File: config.mk
export PLATFORM = sky130hd
export DESIGN_NAME = button_cond
export DESIGN_NICKNAME = d
export VERILOG_FILES = /design/src/rtl/button_cond.sv
export SDC_FILE = /design/constraint.sdc
export NUM_CORES = 1
export LEC_CHECK = 0
export ABC_AREA = 1
export BUFFER_PORTS_ARGS = -buffer_cell sky130_fd_sc_hd__buf_2
export CORE_ASPECT_RATIO = 1.25
export CORE_UTILIZATION = 30
export CTS_BUF_LIST = sky130_fd_sc_hd__clkbuf_16
export CTS_CLUSTER_DIAMETER = 150
export CTS_CLUSTER_SIZE = 10
export DETAILED_ROUTE_END_ITERATION = 10
export GPL_TIMING_DRIVEN = 0
export HOLD_SLACK_MARGIN = 0.12
export PLACE_DENSITY_LB_ADDON = 0.08
export SKIP_CTS_REPAIR_TIMING = 1
export SYNTH_ARGS = -nofsm -noshare
export SYNTH_HDL_FRONTEND = slang
export SYNTH_SLANG_ARGS = --single-unit
File: constraint.sdc
create_clock -name clk -period 4.7 [get_ports clk]
set_input_delay 0.94 -clock clk [delete_from_list [all_inputs] [get_ports clk]]
set_output_delay 0.94 -clock clk [all_outputs]
set_load 0.01 [all_outputs]
File: src/rtl/button_cond.sv
// Per-channel push-button conditioner: 2-flop synchronizer, debounce FSM, press/release/hold pulses.
// The release pulse port is named rel because release is a reserved word.
module button_cond #(
    parameter int unsigned NBTN            = 2,
    parameter int unsigned DEBOUNCE_CYCLES = 120000,
    parameter int unsigned HOLD_CYCLES     = 12000000
) (
    input  logic            clk,
    input  logic            nrst,
    input  logic [NBTN-1:0] pb_in,
    output logic [NBTN-1:0] level,
    output logic [NBTN-1:0] press,
    output logic [NBTN-1:0] rel,
    output logic [NBTN-1:0] hold
);

    localparam int unsigned DW = $clog2(DEBOUNCE_CYCLES);
    localparam int unsigned HW = $clog2(HOLD_CYCLES);
    localparam logic [DW-1:0] DB_LAST   = DW'(DEBOUNCE_CYCLES - 1);
    localparam logic [HW-1:0] HOLD_LAST = HW'(HOLD_CYCLES - 1);

    typedef enum logic [1:0] {
        UP    = 2'd0,
        DB_DN = 2'd1,
        DOWN  = 2'd2,
        DB_UP = 2'd3
    } state_t;

    for (genvar i = 0; i < int'(NBTN); i++) begin : g_ch
        logic          meta;
        logic          sync;
        state_t        state, state_nx;
        logic [DW-1:0] dcnt, dcnt_nx;
        logic [HW-1:0] hcnt, hcnt_nx;
        logic          held, held_nx;
        logic          level_q, level_nx;
        logic          press_q, press_nx;
        logic          rel_q, rel_nx;
        logic          hold_q, hold_nx;

        // Two-flop synchronizer; only sync is used downstream.
        always_ff @(posedge clk or negedge nrst) begin
            if (!nrst) begin
                meta <= 1'b0;
                sync <= 1'b0;
            end else begin
                meta <= pb_in[i];
                sync <= meta;
            end
        end

        always_ff @(posedge clk or negedge nrst) begin
            if (!nrst) begin
                state   <= UP;
                dcnt    <= '0;
                hcnt    <= '0;
                held    <= 1'b0;
                level_q <= 1'b0;
                press_q <= 1'b0;
                rel_q   <= 1'b0;
                hold_q  <= 1'b0;
            end else begin
                state   <= state_nx;
                dcnt    <= dcnt_nx;
                hcnt    <= hcnt_nx;
                held    <= held_nx;
                level_q <= level_nx;
                press_q <= press_nx;
                rel_q   <= rel_nx;
                hold_q  <= hold_nx;
            end
        end

        always_comb begin
            state_nx = state;
            dcnt_nx  = dcnt;
            hcnt_nx  = hcnt;
            held_nx  = held;
            level_nx = level_q;
            press_nx = 1'b0;
            rel_nx   = 1'b0;
            hold_nx  = 1'b0;
            case (state)
                UP: begin
                    if (sync) begin
                        state_nx = DB_DN;
                        dcnt_nx  = '0;
                    end
                end
                DB_DN: begin
                    if (!sync) begin
                        state_nx = UP;
                    end else if (dcnt == DB_LAST) begin
                        state_nx = DOWN;
                        press_nx = 1'b1;
                        level_nx = 1'b1;
                        hcnt_nx  = '0;
                        held_nx  = 1'b0;
                    end else begin
                        dcnt_nx = dcnt + DW'(1);
                    end
                end
                DOWN: begin
                    if (!sync) begin
                        state_nx = DB_UP;
                        dcnt_nx  = '0;
                    end else if (hcnt == HOLD_LAST) begin
                        // Counter saturates; the held flag limits hold to one pulse per press.
                        if (!held) begin
                            hold_nx = 1'b1;
                            held_nx = 1'b1;
                        end
                    end else begin
                        hcnt_nx = hcnt + HW'(1);
                    end
                end
                DB_UP: begin
                    if (sync) begin
                        state_nx = DOWN;
                    end else if (dcnt == DB_LAST) begin
                        state_nx = UP;
                        rel_nx   = 1'b1;
                        level_nx = 1'b0;
                    end else begin
                        dcnt_nx = dcnt + DW'(1);
                    end
                end
                default: state_nx = UP;
            endcase
        end

        assign level[i] = level_q;
        assign press[i] = press_q;
        assign rel[i]   = rel_q;
        assign hold[i]  = hold_q;
    end

endmodule

==> impl_metrics.py <==
metrics = {
    "status": {
        "status": "finished clean",
    },
    "routing": {
        "dr_wl_met2_mm": 8.072,
        "drtAntennaViolNets": 0,
        "highest_layer": "met4",
        "vias": 5804,
        "wirelength_mm": 16.62,
        "wl_met1_mm": 8.023,
        "dr.pass1.iters": 4,
        "route.detailed.drc": 0,
        "viasPerCell": 4.632,
        "route.met3.wl_um": 304,
        "wire_per_inst_um": 13.26,
        "drt_iter0_drc": 297,
    },
    "cts": {
        "cts.sinks": 100,
        "cts_tree": "yes",
        "clk_pin_slew_ps": 70,
        "clk_latency_ps": 350,
        "cts_max_level": 3,
        "clockBufferDepth": 2,
        "root_buffer": "clkbuf_16",
        "numCtsBuffers": 9,
    },
    "floorplan": {
        "initial_utilization_pct": 30.78,
        "die-area_um2": 22030,
        "core_area_um2": 20890,
        "rows": 59,
        "dieHeight_um": 165.7,
        "die_x_um": 133.0,
        "num_io_pins": 12,
    },
    "timing": {
        "whs_ps": 350.3,
        "layout_min_cycle_time_ps": 1949,
        "setup_violations": 0,
        "hold_viol": 0,
        "slew_violations": 0,
        "fin_tns_setup_ps": 0,
        "rsz0062_at_grt": "no",
        "fmax_mhz": 513.1,
        "finalClockSkew_ps": 10.51,
        "period_share_pct": 41.47,
        "tightest_slew_ps": 586.4,
        "slew_headroom_pct": 60.61,
    },
    "setup_path": {
        "cp_cell_sequence": "buf_4 > buf_2",
        "path_buf_inv": 2,
        "cp-end-kind": "output pin",
        "reg2regPathDepth": 7,
        "startpoint_type": "register",
        "critical_path_cell_count": 2,
        "worstPathRequired_ps": 3760,
        "critPathArrivalTime_ps": 1010,
        "crit_slowest_cell": "dfrtp_1",
        "worstPathMaxFanout": 1,
        "max_stage_delay_ps": 400,
        "critPathTopFamily": "flip-flops",
        "worstSetupPathType": "register to output pin",
    },
    "yosys": {
        "yosys_warnings": 0,
        "ys_seq_area_share_pct": 38.91,
        "syn-cell-area_um2": 6431,
        "synth_cell_types": 29,
        "postSynthCellCount": 951,
        "synth_top_cell_by_area": "dfrtp_1",
        "ys_seq_elements": 100,
        "yosysTopAreaCellShare_pct": 38.91,
        "syn-num-nets": 959,
        "netlist_top_cells_area": "dfrtp_1, nand2_1, nor2_1",
        "syn_avg_cell_area_um2": 6.763,
    },
    "hold_path": {
        "hold_class": "register to register",
        "hold_path_depth": 0,
    },
    "global_route": {
        "grt_max_degree": 65,
        "grt_pass1_wl_mm": 28.86,
        "grt_overflow_total": 0,
        "grt_pass1_vias": 5844,
        "antenna_found_initial": 0,
        "grt.total_usage_pct": 16.24,
    },
    "final_layout": {
        "final_cells": 1253,
        "finalNetCount": 982,
        "fillers": 2312,
        "area_growth_pct": 11.21,
        "diodes": 0,
        "final_util_pct": 34.23,
        "drive_gt1_share_pct": 9.704,
    },
    "placement": {
        "io_buffers": 11,
        "hpwl_mm": 12.35,
        "routabilityCongestion": 0.8210,
        "dp_cells": 1237,
    },
    "run": {
        "maxCapViolCount": 0,
    },
    "pwr": {
        "ir_drop_v": 0.0002015,
        "p_leak_nw": 3.246,
        "power_per_cell_area_nw_per_um2": 241.2,
    },
}
==> cells in the final DEF, fill, tap and decap left out, drive strengths merged <==
cell      netlist  final
nand4          24     24
clkinv          1      3
a21oi           4      4
nand3b          3      3
nand2         348    348
xnor2          12     12
inv            84     86
buf            26     38
bufinv          0      1
and2            1      1
dfrtp         100    100
o21bai          6      6
clkbuf          4     13
clkinvlp        0      2
ha              4      4
nand3          94     94
nor2          148    148
xor2           27     27
o21ai          38     38
or2             1      1
nor3           26     26
==> metal layers <==
metal  up-vias  track usage [%]
met2        43            27.73
met5         -                0
met3        14            2.479
met1      2708            21.08
li1       3039                -
met4         0            4.548
==> registers in the layout, indices dropped and copies added (netlist names), named ones only <==
name          count
g_ch.held         2
g_ch.hcnt        48
g_ch.press_q      2
g_ch.dcnt        34
g_ch.meta         2
g_ch.level_q      2
g_ch.hold_q       2
g_ch.state        2
g_ch.rel_q        2
g_ch.sync         2
==> logic make-up (layout without fill, tap and decap cells) <==
logic type	Yosys count	after routing	share of synthesized area (%)
buf+inv	115	143	8.229
compound gates	48	48	4.319
xor+xnor	39	39	5.311
simple gates	645	645	42.45
fa+ha+maj	4	4	0.7782
flops	100	100	38.91
==> report_power, final <==
group	total (mW)	leakage, nW	switching [mW]	internal [mW]
Sequential	0.877	1.37	0.00857	0.868
Clock	0.764	0.143	0.352	0.412
Combinational	0.0842	1.73	0.0612	0.0229
==> per-stage QoR <==
stage	instance area, um2	setup WS, ps	power (mW)
2_1_floorplan	6431	3144	0.9400
3_5_place_dp	6859	2772	0.9826
5_1_grt	7152	2557	1.816
3_3_place_gp	6829	1370	0.9796
4_1_cts	7152	2722	1.768
6_report	7152	2751	1.725
==> cell usage after synthesis (all sizes together) <==
library cell / count
nor3: 26
buf: 26
dfrtp: 100
o21ai: 38
nand3b: 3
nand2: 348
inv: 84
xnor2: 12
a21oi: 4
nand4: 24
or2: 1
nand3: 94
and2: 1
clkbuf: 4
o21bai: 6
ha: 4
clkinv: 1
xor2: 27
nor2: 148
==> worst paths after layout <==
| kind | endpoint | slack, ps | startpoint |
|---|---|---|---|
| setup reg to reg | g_ch[0].rel_q$_DFF_PN0_ | 2780 | g_ch[0].dcnt[0]$_DFFE_PN0P_ |
| hold reg to reg | g_ch[0].sync$_DFF_PN0_ | 350 | g_ch[0].meta$_DFF_PN0_ |
| max in group asynchronous | g_ch[0].dcnt[13]$_DFFE_PN0P_ | 3430 | nrst |
| min in group asynchronous | g_ch[1].dcnt[11]$_DFFE_PN0P_ | 560 | nrst |
| hold / removal | g_ch[0].sync$_DFF_PN0_ | 350 | g_ch[0].meta$_DFF_PN0_ |
| setup / recovery | press[0] | 2750 | g_ch[0].press_q$_DFF_PN0_ |
==> final cells by class <==
cell class / instances / area [um2] / area share (%)
flip-flops and latches: 100 / 2502 / 34.99
inverters: 85 / 319.1 / 4.461
multi-input cells: 736 / 3400 / 47.53
clock inverters: 7 / 67.56 / 0.9447
well taps: 274 / 342.8 / 4.794
clock buffers: 9 / 225.2 / 3.149
repair buffers: 12 / 85.08 / 1.190
plain buffers: 30 / 210.2 / 2.939
Power figures use the tool's default switching activity.
